$ cat config.mk
export PLATFORM = sky130hd
export DESIGN_NAME = pixel_readout_receiver
export DESIGN_NICKNAME = d
export VERILOG_FILES = /design/src/rtl/pixel_readout_receiver.sv
export SDC_FILE = /design/constraint.sdc
export NUM_CORES = 1
export LEC_CHECK = 0
export BUFFER_PORTS_ARGS = -buffer_cell sky130_fd_sc_hd__buf_2
export CAP_MARGIN = 25
export CORE_ASPECT_RATIO = 1.4
export CORE_UTILIZATION = 40
export CTS_BUF_LIST = sky130_fd_sc_hd__clkbuf_4 sky130_fd_sc_hd__clkbuf_8 sky130_fd_sc_hd__clkbuf_16
export DETAILED_ROUTE_END_ITERATION = 8
export HOLD_SLACK_MARGIN = 0.06
export PLACE_DENSITY_LB_ADDON = 0.25
export SLEW_MARGIN = 10
export SYNTH_ARGS = -nofsm -noshare
export SYNTH_HDL_FRONTEND = slang
export SYNTH_SLANG_ARGS = --single-unit
$ cat constraint.sdc
create_clock -name SYSTEM_CLK -period 4.4 [get_ports SYSTEM_CLK]
set_input_delay 1.1 -clock SYSTEM_CLK [delete_from_list [all_inputs] [get_ports SYSTEM_CLK]]
set_output_delay 1.1 -clock SYSTEM_CLK [all_outputs]
set_load 0.02 [all_outputs]
$ cat src/rtl/pixel_readout_receiver.sv
// Pixel readout bus receiver: samples the array strobe/bus in the system clock domain,
// buffers bus words in a small FIFO and unpacks them into a positioned pixel stream.
module pixel_readout_receiver #(
  parameter int unsigned WIDTH                  = 100,
  parameter int unsigned HEIGHT                 = 100,
  parameter int unsigned OUTPUT_BUS_PIXEL_WIDTH = 10,
  parameter int unsigned BIT_DEPTH              = 10,
  parameter int unsigned FIFO_DEPTH             = 4
) (
  input  logic                                         SYSTEM_CLK,
  input  logic                                         SYSTEM_RESET,
  input  logic                                         DATA_OUT_CLK,
  input  logic [OUTPUT_BUS_PIXEL_WIDTH*BIT_DEPTH-1:0]  DATA_OUT,
  input  logic                                         CLEAR_ERRORS,
  input  logic                                         PIXEL_READY,
  output logic                                         PIXEL_VALID,
  output logic [BIT_DEPTH-1:0]                         PIXEL_DATA,
  output logic [$clog2(WIDTH)-1:0]                     PIXEL_COL,
  output logic [$clog2(HEIGHT)-1:0]                    PIXEL_ROW,
  output logic                                         FRAME_START,
  output logic                                         FRAME_END,
  output logic                                         OVERFLOW,
  output logic [$clog2(FIFO_DEPTH):0]                  FIFO_LEVEL
);

  localparam int unsigned BUS_W  = OUTPUT_BUS_PIXEL_WIDTH * BIT_DEPTH;
  localparam int unsigned COL_W  = $clog2(WIDTH);
  localparam int unsigned ROW_W  = $clog2(HEIGHT);
  localparam int unsigned LANE_W = (OUTPUT_BUS_PIXEL_WIDTH > 1) ? $clog2(OUTPUT_BUS_PIXEL_WIDTH) : 1;
  localparam int unsigned PTR_W  = $clog2(FIFO_DEPTH);
  localparam int unsigned CNT_W  = PTR_W + 1;

  typedef enum logic {ST_IDLE, ST_EMIT} state_e;

  // Capture stage and strobe history
  logic             s1_strobe_q;
  logic [BUS_W-1:0] s1_data_q;
  logic             hist_q;

  // FIFO storage and control
  logic [BUS_W-1:0] mem_q [FIFO_DEPTH];
  logic [PTR_W-1:0] wr_ptr_q, rd_ptr_q;
  logic [CNT_W-1:0] level_q, level_d;
  logic             overflow_q;

  // Unpacker
  state_e               state_q;
  logic [BUS_W-1:0]     word_q;
  logic [LANE_W-1:0]    lane_q;
  logic                 valid_q;
  logic [BIT_DEPTH-1:0] data_q;
  logic [COL_W-1:0]     col_q;
  logic [ROW_W-1:0]     row_q;

  logic                 push_c, full_c, empty_c, pop_c, wr_en_c, hs_c, last_lane_c;
  logic [BUS_W-1:0]     head_c;
  logic [BIT_DEPTH-1:0] next_lane_data_c;
  int unsigned          next_lane_idx_c;

  always_comb begin
    push_c           = s1_strobe_q & ~hist_q;
    full_c           = (level_q == CNT_W'(FIFO_DEPTH));
    empty_c          = (level_q == '0);
    hs_c             = valid_q & PIXEL_READY;
    last_lane_c      = (lane_q == LANE_W'(OUTPUT_BUS_PIXEL_WIDTH - 1));
    pop_c            = ~empty_c & ((state_q == ST_IDLE) |
                                   ((state_q == ST_EMIT) & hs_c & last_lane_c));
    wr_en_c          = push_c & (~full_c | pop_c);
    head_c           = mem_q[rd_ptr_q];
    next_lane_idx_c  = 32'(lane_q) + 32'd1;
    next_lane_data_c = BIT_DEPTH'(word_q >> (next_lane_idx_c * BIT_DEPTH));
    level_d          = level_q;
    case ({wr_en_c, pop_c})
      2'b10:   level_d = level_q + CNT_W'(1);
      2'b01:   level_d = level_q - CNT_W'(1);
      default: level_d = level_q;
    endcase
  end

  // Strobe synchronisation: one push per rising edge of the sampled strobe
  always_ff @(posedge SYSTEM_CLK or negedge SYSTEM_RESET) begin
    if (!SYSTEM_RESET) begin
      s1_strobe_q <= 1'b0;
      s1_data_q   <= '0;
      hist_q      <= 1'b0;
    end else begin
      s1_strobe_q <= DATA_OUT_CLK;
      s1_data_q   <= DATA_OUT;
      hist_q      <= s1_strobe_q;
    end
  end

  // Storage array needs no reset; emptiness is tracked by the pointers and level
  always_ff @(posedge SYSTEM_CLK) begin
    if (wr_en_c) mem_q[wr_ptr_q] <= s1_data_q;
  end

  always_ff @(posedge SYSTEM_CLK or negedge SYSTEM_RESET) begin
    if (!SYSTEM_RESET) begin
      wr_ptr_q   <= '0;
      rd_ptr_q   <= '0;
      level_q    <= '0;
      overflow_q <= 1'b0;
    end else begin
      if (wr_en_c) wr_ptr_q <= wr_ptr_q + PTR_W'(1);
      if (pop_c)   rd_ptr_q <= rd_ptr_q + PTR_W'(1);
      level_q <= level_d;
      // A fresh drop outranks a simultaneous clear
      if (push_c & full_c & ~pop_c) overflow_q <= 1'b1;
      else if (CLEAR_ERRORS)        overflow_q <= 1'b0;
    end
  end

  // Unpacker FSM: walks the lanes of the word register, refilling without a bubble
  always_ff @(posedge SYSTEM_CLK or negedge SYSTEM_RESET) begin
    if (!SYSTEM_RESET) begin
      state_q <= ST_IDLE;
      word_q  <= '0;
      lane_q  <= '0;
      valid_q <= 1'b0;
      data_q  <= '0;
    end else begin
      case (state_q)
        ST_IDLE: begin
          if (!empty_c) begin
            word_q  <= head_c;
            lane_q  <= '0;
            data_q  <= head_c[BIT_DEPTH-1:0];
            valid_q <= 1'b1;
            state_q <= ST_EMIT;
          end
        end
        ST_EMIT: begin
          if (hs_c) begin
            if (!last_lane_c) begin
              lane_q <= lane_q + LANE_W'(1);
              data_q <= next_lane_data_c;
            end else if (!empty_c) begin
              word_q <= head_c;
              lane_q <= '0;
              data_q <= head_c[BIT_DEPTH-1:0];
            end else begin
              valid_q <= 1'b0;
              state_q <= ST_IDLE;
            end
          end
        end
        default: state_q <= ST_IDLE;
      endcase
    end
  end

  // Raster position of the pixel currently offered
  always_ff @(posedge SYSTEM_CLK or negedge SYSTEM_RESET) begin
    if (!SYSTEM_RESET) begin
      col_q <= '0;
      row_q <= '0;
    end else if (hs_c) begin
      if (col_q == COL_W'(WIDTH - 1)) begin
        col_q <= '0;
        row_q <= (row_q == ROW_W'(HEIGHT - 1)) ? '0 : row_q + ROW_W'(1);
      end else begin
        col_q <= col_q + COL_W'(1);
      end
    end
  end

  assign PIXEL_VALID = valid_q;
  assign PIXEL_DATA  = data_q;
  assign PIXEL_COL   = col_q;
  assign PIXEL_ROW   = row_q;
  assign OVERFLOW    = overflow_q;
  assign FIFO_LEVEL  = level_q;
  assign FRAME_START = valid_q & (col_q == '0) & (row_q == '0);
  assign FRAME_END   = valid_q & (col_q == COL_W'(WIDTH - 1)) & (row_q == ROW_W'(HEIGHT - 1));

endmodule

==> run metrics, run 1 <==
Mapped Cells=1142; nets@finish=1422; Worst Hold Depth=0; clock sink total=630; starting density of the core=40.45%; ant diodes=0; all-layer global routing usage=16.70%; Tot Pwr=16980 uW; outcome=complete, no violations; syn avg cell area=20.32 sq um; multi-input logic area=5162 sq um; Post-CTS Resized=0; Ys Warns=0; dpl ws=1035 ps; slowest cell on the critical path=or4bb_1; post-route ant nets=0; Synth async-reset ratio=36.51%; synth unique cells=58; Register Area=17770 sq um; post-synth top area share=51.75%; sequential power share=46.7%; fin. max-slew vios=0; worst-skew pair later-pin latency=610 ps; RSZ-0062 raised after global routing=false; hold path endpoint=hist_q; Reg2Reg Depth=7; remaining global-route overflow=0; Post-synth EDFFs=400; Required @ worst endpoint=3300 ps; Leak=0.009884 uW; switching fraction of total power=28.20%; post-synthesis adder-cell area fraction=0.6253%; NetSw=4787 uW; startpoint types=flop; Int Power=12190 uW; antenna violations before repair=0; H-tree depth=2; leading area contributor after synthesis=edfxtp_1; die area=59010 sq um; DRC=0; Crit Reg-Reg Startpoint=lane_q[1]; post-synthesis compound-gate area fraction=2.496%; Die W=205.6 um; CP Launch Point=PIXEL_ROW[0]; clk buf depth=3; drt pass-1 iters=5; Via Count=10830; post-synthesis mux area share=15.70%; hold path start=s1_strobe_q; Syn Nets=1258; most frequent cells in the layout=400 x edfxtp_1, 228 x dfrtp_1, 134 x buf_2; Final Cycle Share=74.48%; setup repair bufs after CTS=0; reg2reg end=mem_q[2][25]; crit-path max cell delay=480 ps; final setup margin=1123 ps; fin crit period=3277 ps; critical path endpoint category=output port; overall routed net length=47560 um; worst hold path type=flop to flop; WS Path Type=flop to output port; CTS clk-pin slew, worst paths=60 ps; crit path DAT=2180 ps; crit-path max FO=6; Post-Synth Simple-Gate Area=2.976%; Peak VDD IR=324.5 uV; row count=104; drt wl/cell=22.68 um; R2R setup slack=1290 ps; number of hold buffers added after CTS=0; largest family of logic cells by synthesized area=multiplexers; slew at the pin closest to its max-slew limit=987.1 ps; post-synthesis register bit count=630; Rel. slew slack=34.20%; MaxCap Viol Count=0; chip height=287.0 um; Mapped Area=23210 sq um; fillers=4787; combinational fraction of design power=22.7%; core area=57390 sq um; power per cell area=630.5 nW/um^2; setup_tns=0 ps; final setup fails=0; Num CTS Buffers=57; clock network power share=30.6%; Layout Skew=14.23 ps; IO Port Bufs=135; Synth Flop Type=edfxtp_1; vias in the first global route=11530; first-pass GRT wire length=72370 um; DP HPWL=30180 um; DR iter-0 viols=750; Fmax=0.3052 GHz; final hold vios=0; CTS tree=yes; CTS root buf=clkbuf_16; Synth Area in XOR/XNOR=0.3773%; Seq/Total Area, Yosys=76.55%; share of cells above drive strength 1=35.50%; Area Overhead vs Synth=16.01%; Vias/cell=5.166; Final Wtd Congestion=0.7962; largest net degree at the start of global routing=101; most common cell after layout, fill and taps aside=edfxtp_1; crit path cell chain=inv_1, ha_1, or4bb_1, nor3_1, buf_2; Synth area leaders=edfxtp_1 52%, dfrtp_1 25%, mux4_2 11%; I/O pin total=136
-- power groups by stage --
stage	Clock [uW]	Combinational [uW]	Sequential, uW
global placement	0	3930	8030
floorplan	0	2750	7820
detailed placement	0	3960	8070
global route	5550	4180	8040
finish	5200	3850	7930
CTS	5320	3970	7950
-- synthesized netlist by cell type, drive strengths merged (3+ instances only) --
cell,n
nand2,33
nor2,11
o22ai,12
a32oi,10
xnor2,7
o21ai,19
dfrtp,230
and2,26
ha,10
a211oi,10
nor3,7
mux2,101
a22o,3
or3,13
clkbuf,22
o211ai,3
mux2i,3
inv,13
mux4,110
buf,32
edfxtp,400
a21oi,12
nand3,21
xor2,3
-- per-stage QoR --
| stage | area, sq um | hold slack (ps) | instances | util (%) |
|---|---|---|---|---|
| floorplan | 23220 | 367.7 | 1142 | - |
| global placement | 24920 | 405.1 | 1989 | 43.42 |
| detailed placement | 24920 | 386.9 | 1989 | 43.42 |
| CTS | 26930 | 410.7 | 2097 | 46.92 |
| global route | 26930 | 434.3 | 2097 | 46.92 |
| finish | 26930 | 411.0 | 2097 | 46.92 |
-- routing by layer --
| metal | share of wire [%] | global-route usage [%] |
|---|---|---|
| met1 | 40 | 20.90 |
| met4 | 1.9 | 4.296 |
| met2 | 54 | 29.70 |
| met5 | 0 | 0 |
| met3 | 3.9 | 2.948 |
-- worst max-delay path, delay by kind of cell (launching register included) --
family,cells,cell delay (ps)
adder cells (fa/ha/maj),1,170
buffers and inverters,2,310
flip-flops,1,440
AND/OR/NAND/NOR,2,650
-- how the worst max path moves through the flow --
| stage | cells past startpoint | to | slack [ps] |
|---|---|---|---|
| finish | 5 | FRAME_START | 1120 |
| global route | 5 | FRAME_START | 1040 |
| CTS | 5 | FRAME_START | 1110 |
| detailed placement | 6 | mem_q[2][28] | 1030 |
| global placement | 6 | mem_q[2][28] | 1090 |
| floorplan | 10 | mem_q[0][0] | 840 |
-- cell families after synthesis --
kind of cell,count (synthesis)
AOI/OAI and AO/OA,83
adders and majority gates,11
buffers and inverters,67
DFF,630
muxes,214
and+or+nand+nor,127
xor gates and xnor gates,10
-- registers in the layout (all words and copies together), names as in the netlist --
name         cells
rd_ptr_q         2
PIXEL_COL        7
OVERFLOW         1
PIXEL_DATA      10
mem_q          400
PIXEL_VALID      1
s1_data_q      100
state_q          1
hist_q           1
word_q          90
FIFO_LEVEL       3
lane_q           4
PIXEL_ROW        7
wr_ptr_q         2
s1_strobe_q      1
-- cell type report --
cell class,count,area share (%)
repair buffers,159,3.727
clock buffers,76,6.199
flip-flops and latches,630,66.01
clock inverters,32,1.264
inverters,13,0.1812
multi-input cells,445,19.17
well taps,742,3.448
Note: power is estimated with default switching activity, not from simulation.
==> run 2: changes to the inputs <==
Settings changed: ABC_AREA from default to 1.
Clock period 4.4 ns to 2.7 ns, I/O delays scaled along.
==> run 2 against run 1 <==
  * Non-clock buffer count rose by 24
  * Largest power group unchanged
  * Synthesized cell count grew 65%
  * Cell area up 2.1%
  * Wire length is 14% higher
  * Critical endpoint unchanged
  * Combinational power decreased by 96%
==> run metrics, run 2 <==
outcome=complete, no violations (unchanged); syn avg cell area=12.53 sq um (was 20.32 sq um); Mapped Cells=1885 (was 1142); vias in the first global route=14810 (was 11530); Largest delay share family, worst path=flip-flops (was simple AND/OR/NAND/NOR gates); clk buf depth=3 (unchanged); overall routed net length=54200 um (was 47560 um); Syn Nets=2001 (was 1258); Mapped Area=23620 sq um (was 23210 sq um); fin crit period=2565 ps; Seq/Total Area, Yosys=75.21% (was 76.55%); startpoint types=flop (unchanged); Rel. slew slack=42.71% (was 34.20%); Vias/cell=5.080 (was 5.166); Synth Flop Type=edfxtp_1 (unchanged); crit-path max FO=5 (was 6); IO Port Bufs=135 (unchanged); setup repair bufs after CTS=0 (unchanged); Most flops, register=mem_q (unchanged); synth unique cells=34 (was 58); row count=105 (was 104); Layout Skew=23.86 ps (was 14.23 ps); Synth async-reset ratio=36.51% (unchanged); Synth area leaders=edfxtp_1 51%, dfrtp_1 24%, o21ai_0 4.7% (was edfxtp_1 52%, dfrtp_1 25%, mux4_2 11%); Num CTS Buffers=61 (was 57); Synth top cells by count=400 x edfxtp_1, 254 x nand2_1, 230 x dfrtp_1 (was 400 x edfxtp_1, 230 x dfrtp_1, 110 x mux4_2); Final Wtd Congestion=0.8107 (was 0.7962); leading area contributor after synthesis=edfxtp_1 (unchanged); final hold vios=0 (unchanged); Required @ worst endpoint=2030 ps (was 3300 ps); CTS clk-pin slew, worst paths=60 ps (about the same); final setup fails=0 (unchanged); reg2reg end=mem_q[2][91] (was mem_q[2][25]); Hold WS=146.4 ps (was 411.0 ps); crit path cell chain=inv_1, ha_1, nand3_1, nor4_1, buf_2 (was inv_1, ha_1, or4bb_1, nor3_1, buf_2); Largest regs=mem_q: 400 flops, s1_data_q: 100 flops, word_q: 90 flops (unchanged); fin. max-slew vios=0 (unchanged); H-tree depth=2 (unchanged); WS Path Type=flop to output port (unchanged); DP HPWL=33500 um (was 30180 um); starting density of the core=40.41% (was 40.45%); R2R setup slack=340 ps (was 1290 ps); DRC=0 (unchanged); Fmax=0.3899 GHz; post-route ant nets=0 (unchanged); crit-path max cell delay=450 ps (was 480 ps); Via Count=14370 (was 10830); setup_tns=0 ps (unchanged); slowest cell on the critical path=dfrtp_2 (was or4bb_1); Worst Setup EP=FRAME_START (unchanged); core area=58460 sq um (was 57390 sq um); Ys Warns=0 (unchanged); Reg2Reg Depth=9 (was 7); MaxCap Viol Count=0 (unchanged); Final Cycle Share=94.98%; all-layer global routing usage=18.29% (was 16.70%); antenna violations before repair=0 (unchanged); post-synthesis register bit count=630 (unchanged); clock sink total=630 (unchanged); most common cell after layout, fill and taps aside=edfxtp_1 (unchanged); drt wl/cell=19.16 um (was 22.68 um); CTS root buf=clkbuf_16 (unchanged); power per cell area=701.2 nW/um^2 (was 630.5 nW/um^2); I/O pin total=136 (unchanged); top-count cell post-synth=edfxtp_1 (unchanged); ant diodes=0 (unchanged); chip height=289.5 um (was 287.0 um); Post-synth EDFFs=400 (unchanged); DR iter-0 viols=1008 (was 750); worst-skew pair later-pin latency=630 ps (was 610 ps); stages on the worst setup path=5 (unchanged); CTS tree=yes (unchanged); post-synth top area share=50.84% (was 51.75%); worst hold path type=input port to flop (was flop to flop); largest net degree at the start of global routing=201 (was 101); RSZ-0062 raised after global routing=false (unchanged); crit path DAT=1890 ps (was 2180 ps); nets@finish=2143 (was 1422); Die W=207.4 um (was 205.6 um); slew at the pin closest to its max-slew limit=859.4 ps (was 987.1 ps); die area=60050 sq um (was 59010 sq um); fillers=5175 (was 4787); CP Launch Point=PIXEL_ROW[0] (unchanged); Leak=0.01051 uW (was 0.009884 uW); max reg flops=400 (unchanged); remaining global-route overflow=0 (unchanged); Peak VDD IR=501.2 uV (was 324.5 uV); buffers plus inverters on the worst setup path=2 (unchanged); most frequent cells in the layout=400 x edfxtp_1, 253 x nand2_1, 226 x dfrtp_1 (was 400 x edfxtp_1, 228 x dfrtp_1, 134 x buf_2); Crit Reg-Reg Startpoint=lane_q[1] (unchanged); drt pass-1 iters=7 (was 5); Area Overhead vs Synth=16.41% (was 16.01%); critical path endpoint category=output port (unchanged); share of cells above drive strength 1=15.24% (was 35.50%); first-pass GRT wire length=84950 um (was 72370 um)
run 2: changes by cell type after synthesis, moves of 39 or more:
cell      before  now
nor2_1        11  229
clkbuf_1      21   60
o22ai_1       12   91
nand2_1       32  254
mux2_2        93    0
nand3_1       21   83
o21ai_0       17  224
mux4_2       110    0
inv_1         13  116
o21ai_1        0   65
run 2: stage by stage:
stage               total power (uW)  instance area [sq um]  cells  util, %  setup WS (ps)
detailed placement             10830                  25410   2712    43.47          156.3
global placement               10830                  25410   2712    43.47          155.7
CTS                            19530                  27500   2829    47.03          24.13
finish                         19280                  27500   2829    47.04          135.5
floorplan                      10600                  23700   1885        -         -520.4
global route                   19900                  27500   2829    47.04          8.332
run 2: timing repair:
action,in CTS,in global routing
hold endpoints to repair,45,0
setup endpoints to repair,0,2
hold buffers,1,0
gates resized for setup,0,2
run 2: worst min-delay path by stage:
stage                               end  cells after the start    startpoint  slack, ps
after global placement           hist_q                      0   s1_strobe_q        370
after floorplan                  hist_q                      0   s1_strobe_q        350
final                      s1_data_q[1]                      1   DATA_OUT[1]        150
after global routing       s1_data_q[1]                      1   DATA_OUT[1]        110
after detailed placement         hist_q                      0   s1_strobe_q        380
after CTS                 s1_data_q[90]                      1  DATA_OUT[90]        100
run 2: final cells by class:
class	instances	area [sq um]	share of cell area, %
multi-input combinational	1029	4941	17.97
clock inverter	30	297.8	1.083
inverter	122	462.9	1.683
tap	749	937.1	3.408
timing repair buffer	183	1311	4.768
sequential	630	17770	64.63
clock buffer	86	1775	6.456
run 2: cells by family (layout without fill, tap and decap cells):
group	count (synthesis)	after routing	synth area share, %
AOI/OAI and AO/OA	425	425	9.682
xor gates and xnor gates	11	11	0.4078
adders and majority gates	11	11	0.6144
buffers and inverters	226	421	4.142
DFF	630	630	75.21
and+or+nand+nor	582	582	9.946
run 2: metal layers:
| layer | routed length (um) | share of wire [%] | vias to the layer above | track usage [%] |
|---|---|---|---|---|
| li1 | - | - | 6860 | - |
| met1 | 22610 | 42 | 7112 | 22.28 |
| met2 | 27560 | 51 | 296 | 32.52 |
| met3 | 2051 | 3.8 | 104 | 2.842 |
| met4 | 1969 | 3.6 | 0 | 7.575 |
| met5 | 0 | 0 | - | 0 |
run 2: where the power goes:
group	internal, uW	switching [uW]	leakage (uW)
clock network	5000	3650	0.00103
logic	67.6	105	0.00343
registers	10400	102	0.00604
run 2: worst register-to-register path, cell delays in order, from the launching register on:
cell	delay, ps
dfrtp_1	380
inv_2	70
ha_4	130
nand3_4	90
nand2_4	200
nand3_4	120
inv_4	100
o21ai_4	130
nor2_4	490
buf_4	340
==> run 3: changes to the inputs <==
Settings changed: SETUP_SLACK_MARGIN from default to 0.2.
==> run 3 against run 2 <==
  * Clock skew fell by 0.88 ps
  * Power barely moved
  * Largest cell class unchanged
  * Final cell count rose by 0.21%
  * Non-clock buffer count rose by 6
  * Highest routed layer unchanged
  * Wire length rose by 0.44%
  * Critical endpoint unchanged
==> run metrics, run 3 (synthesis results as in run 2) <==
Leak=0.01053 uW (was 0.01051 uW); all-layer global routing usage=18.31% (was 18.29%); DP HPWL=33500 um (unchanged); row count=105 (unchanged); slew at the pin closest to its max-slew limit=877.8 ps (was 859.4 ps); Tot Pwr=19290 uW (was 19280 uW); startpoint types=flop (unchanged); most frequent cells in the layout=400 x edfxtp_1, 253 x nand2_1, 226 x dfrtp_1 (unchanged); drt wl/cell=19.20 um (was 19.16 um); DRC=0 (unchanged); CTS tree=yes (unchanged); worst hold path type=input port to flop (unchanged); Area Overhead vs Synth=16.69% (was 16.41%); post-route ant nets=0 (unchanged); combinational fraction of design power=0.9% (about the same); Die W=207.4 um (unchanged); Reg2Reg Depth=9 (unchanged); antenna violations before repair=0 (unchanged); starting density of the core=40.41% (unchanged); core area=58460 sq um (unchanged); hold path start=DATA_OUT[1] (unchanged); Required @ worst endpoint=2030 ps (about the same); chip height=289.5 um (unchanged); hold path endpoint=s1_data_q[1] (unchanged); vias in the first global route=14860 (was 14810); drt pass-1 iters=5 (was 7); DR iter-0 viols=1032 (was 1008); Int Power=15420 uW (about the same); nets@finish=2149 (was 2143); I/O pin total=136 (unchanged); Via Count=14460 (was 14370); clk buf depth=3 (unchanged); clock sink total=630 (unchanged); Fmax=0.4042 GHz (was 0.3899 GHz); CTS root buf=clkbuf_16 (unchanged); Layout Skew=22.98 ps (was 23.86 ps); overall routed net length=54430 um (was 54200 um); fin. max-slew vios=0 (unchanged); final setup fails=0 (unchanged); Most flops, register=mem_q (unchanged); switching fraction of total power=20.06% (was 20.02%); fin crit period=2474 ps (was 2565 ps); WS Path Type=flop to output port (unchanged); outcome=complete, no violations (unchanged); H-tree depth=2 (unchanged); power per cell area=699.8 nW/um^2 (was 701.2 nW/um^2); reg2reg end=mem_q[2][98] (was mem_q[2][91]); sequential power share=54.2% (about the same); Peak VDD IR=503.5 uV (was 501.2 uV); multi-input logic area=4964 sq um (was 4941 sq um); IO Port Bufs=135 (unchanged); ant diodes=0 (unchanged); Final Cycle Share=91.64% (was 94.98%); fillers=5172 (was 5175); die area=60050 sq um (unchanged); Largest regs=mem_q: 400 flops, s1_data_q: 100 flops, word_q: 90 flops (unchanged); Num CTS Buffers=61 (unchanged); first-pass GRT wire length=85070 um (was 84950 um); crit path DAT=1800 ps (was 1890 ps); max reg flops=400 (unchanged); NetSw=3869 uW (was 3861 uW); most common cell after layout, fill and taps aside=edfxtp_1 (unchanged); Vias/cell=5.102 (was 5.080); largest net degree at the start of global routing=201 (unchanged); RSZ-0062 raised after global routing=true (was false); worst-skew pair later-pin latency=630 ps (about the same); MaxCap Viol Count=0 (unchanged); R2R setup slack=330 ps (was 340 ps); placed cell count=2712 (unchanged); final hold vios=0 (unchanged); critical path endpoint category=output port (unchanged); Crit Reg-Reg Startpoint=lane_q[1] (unchanged); CTS clk-pin slew, worst paths=60 ps (about the same); crit-path max FO=2 (was 5); Post-Layout Cell Count=2835 (was 2829); share of cells above drive strength 1=15.72% (was 15.24%); Worst Hold Depth=1 (unchanged); remaining global-route overflow=0 (unchanged); Rel. slew slack=41.48% (was 42.71%); clock network power share=44.9% (about the same); Register Area=17770 sq um (unchanged); Final Wtd Congestion=0.8107 (unchanged)
run 3: metrics by stage:
stage	TNS (ps)	hold slack, ps	worst slack, ps	util, %	area (sq um)
6_report	0	145.0	225.8	47.15	27570
5_1_grt	0	111.3	134.2	47.15	27570
4_1_cts	0	103.2	200.2	47.14	27560
3_5_place_dp	0	380.1	156.3	43.47	25410
2_1_floorplan	-201510	353.7	-520.4	-	23700
3_3_place_gp	0	369.5	155.7	43.47	25410
run 3: what timing repair did:
action,in CTS,in global routing
gates resized for setup,5,3
endpoints found under the setup margin,2,2
pin swaps,1,1
hold endpoints to repair,45,0
hold buffers,1,0
buffers inserted,5,1
run 3: critical path, stage by stage, from the launching register on:
cell and delay (ps):
dfrtp_1 400, nor3_2 220, inv_1 60, nor4_1 290, buf_2 220
run 3: how the worst max path moves through the flow:
| stage | slack, ps | start | end |
|---|---|---|---|
| after floorplan | -520 | lane_q[1] | mem_q[0][0] |
| after global placement | 160 | PIXEL_READY | mem_q[2][1] |
| after detailed placement | 160 | PIXEL_READY | mem_q[2][8] |
| after CTS | 200 | PIXEL_ROW[1] | FRAME_END |
| after global routing | 130 | PIXEL_ROW[1] | FRAME_END |
| final | 230 | PIXEL_COL[3] | FRAME_START |
run 3: layout make-up:
class	count	share of cell area (%)
sequential	630	64.48
multi-input combinational	1029	18.00
clock buffer	86	6.440
timing repair buffer	189	4.920
tap	749	3.399
inverter	122	1.679
clock inverter	30	1.080
run 3: power by group through the flow:
stage | registers [uW] | logic [uW] | clock network (uW)
finish | 10500 | 173 | 8660
global route | 10500 | 200 | 9240
CTS | 10500 | 184 | 8890
detailed placement | 10700 | 181 | 0
global placement | 10600 | 180 | 0
floorplan | 10600 | 3.55 | 0
run 3: routing by layer:
metal / vias to the layer above / wire, um / share of wire (%) / track usage [%]
li1: 6873 / - / - / -
met1: 7184 / 22670 / 42 / 22.26
met2: 301 / 27640 / 51 / 32.60
met3: 105 / 2116 / 3.9 / 2.842
met4: 0 / 2005 / 3.7 / 7.575
met5: - / 0 / 0 / 0
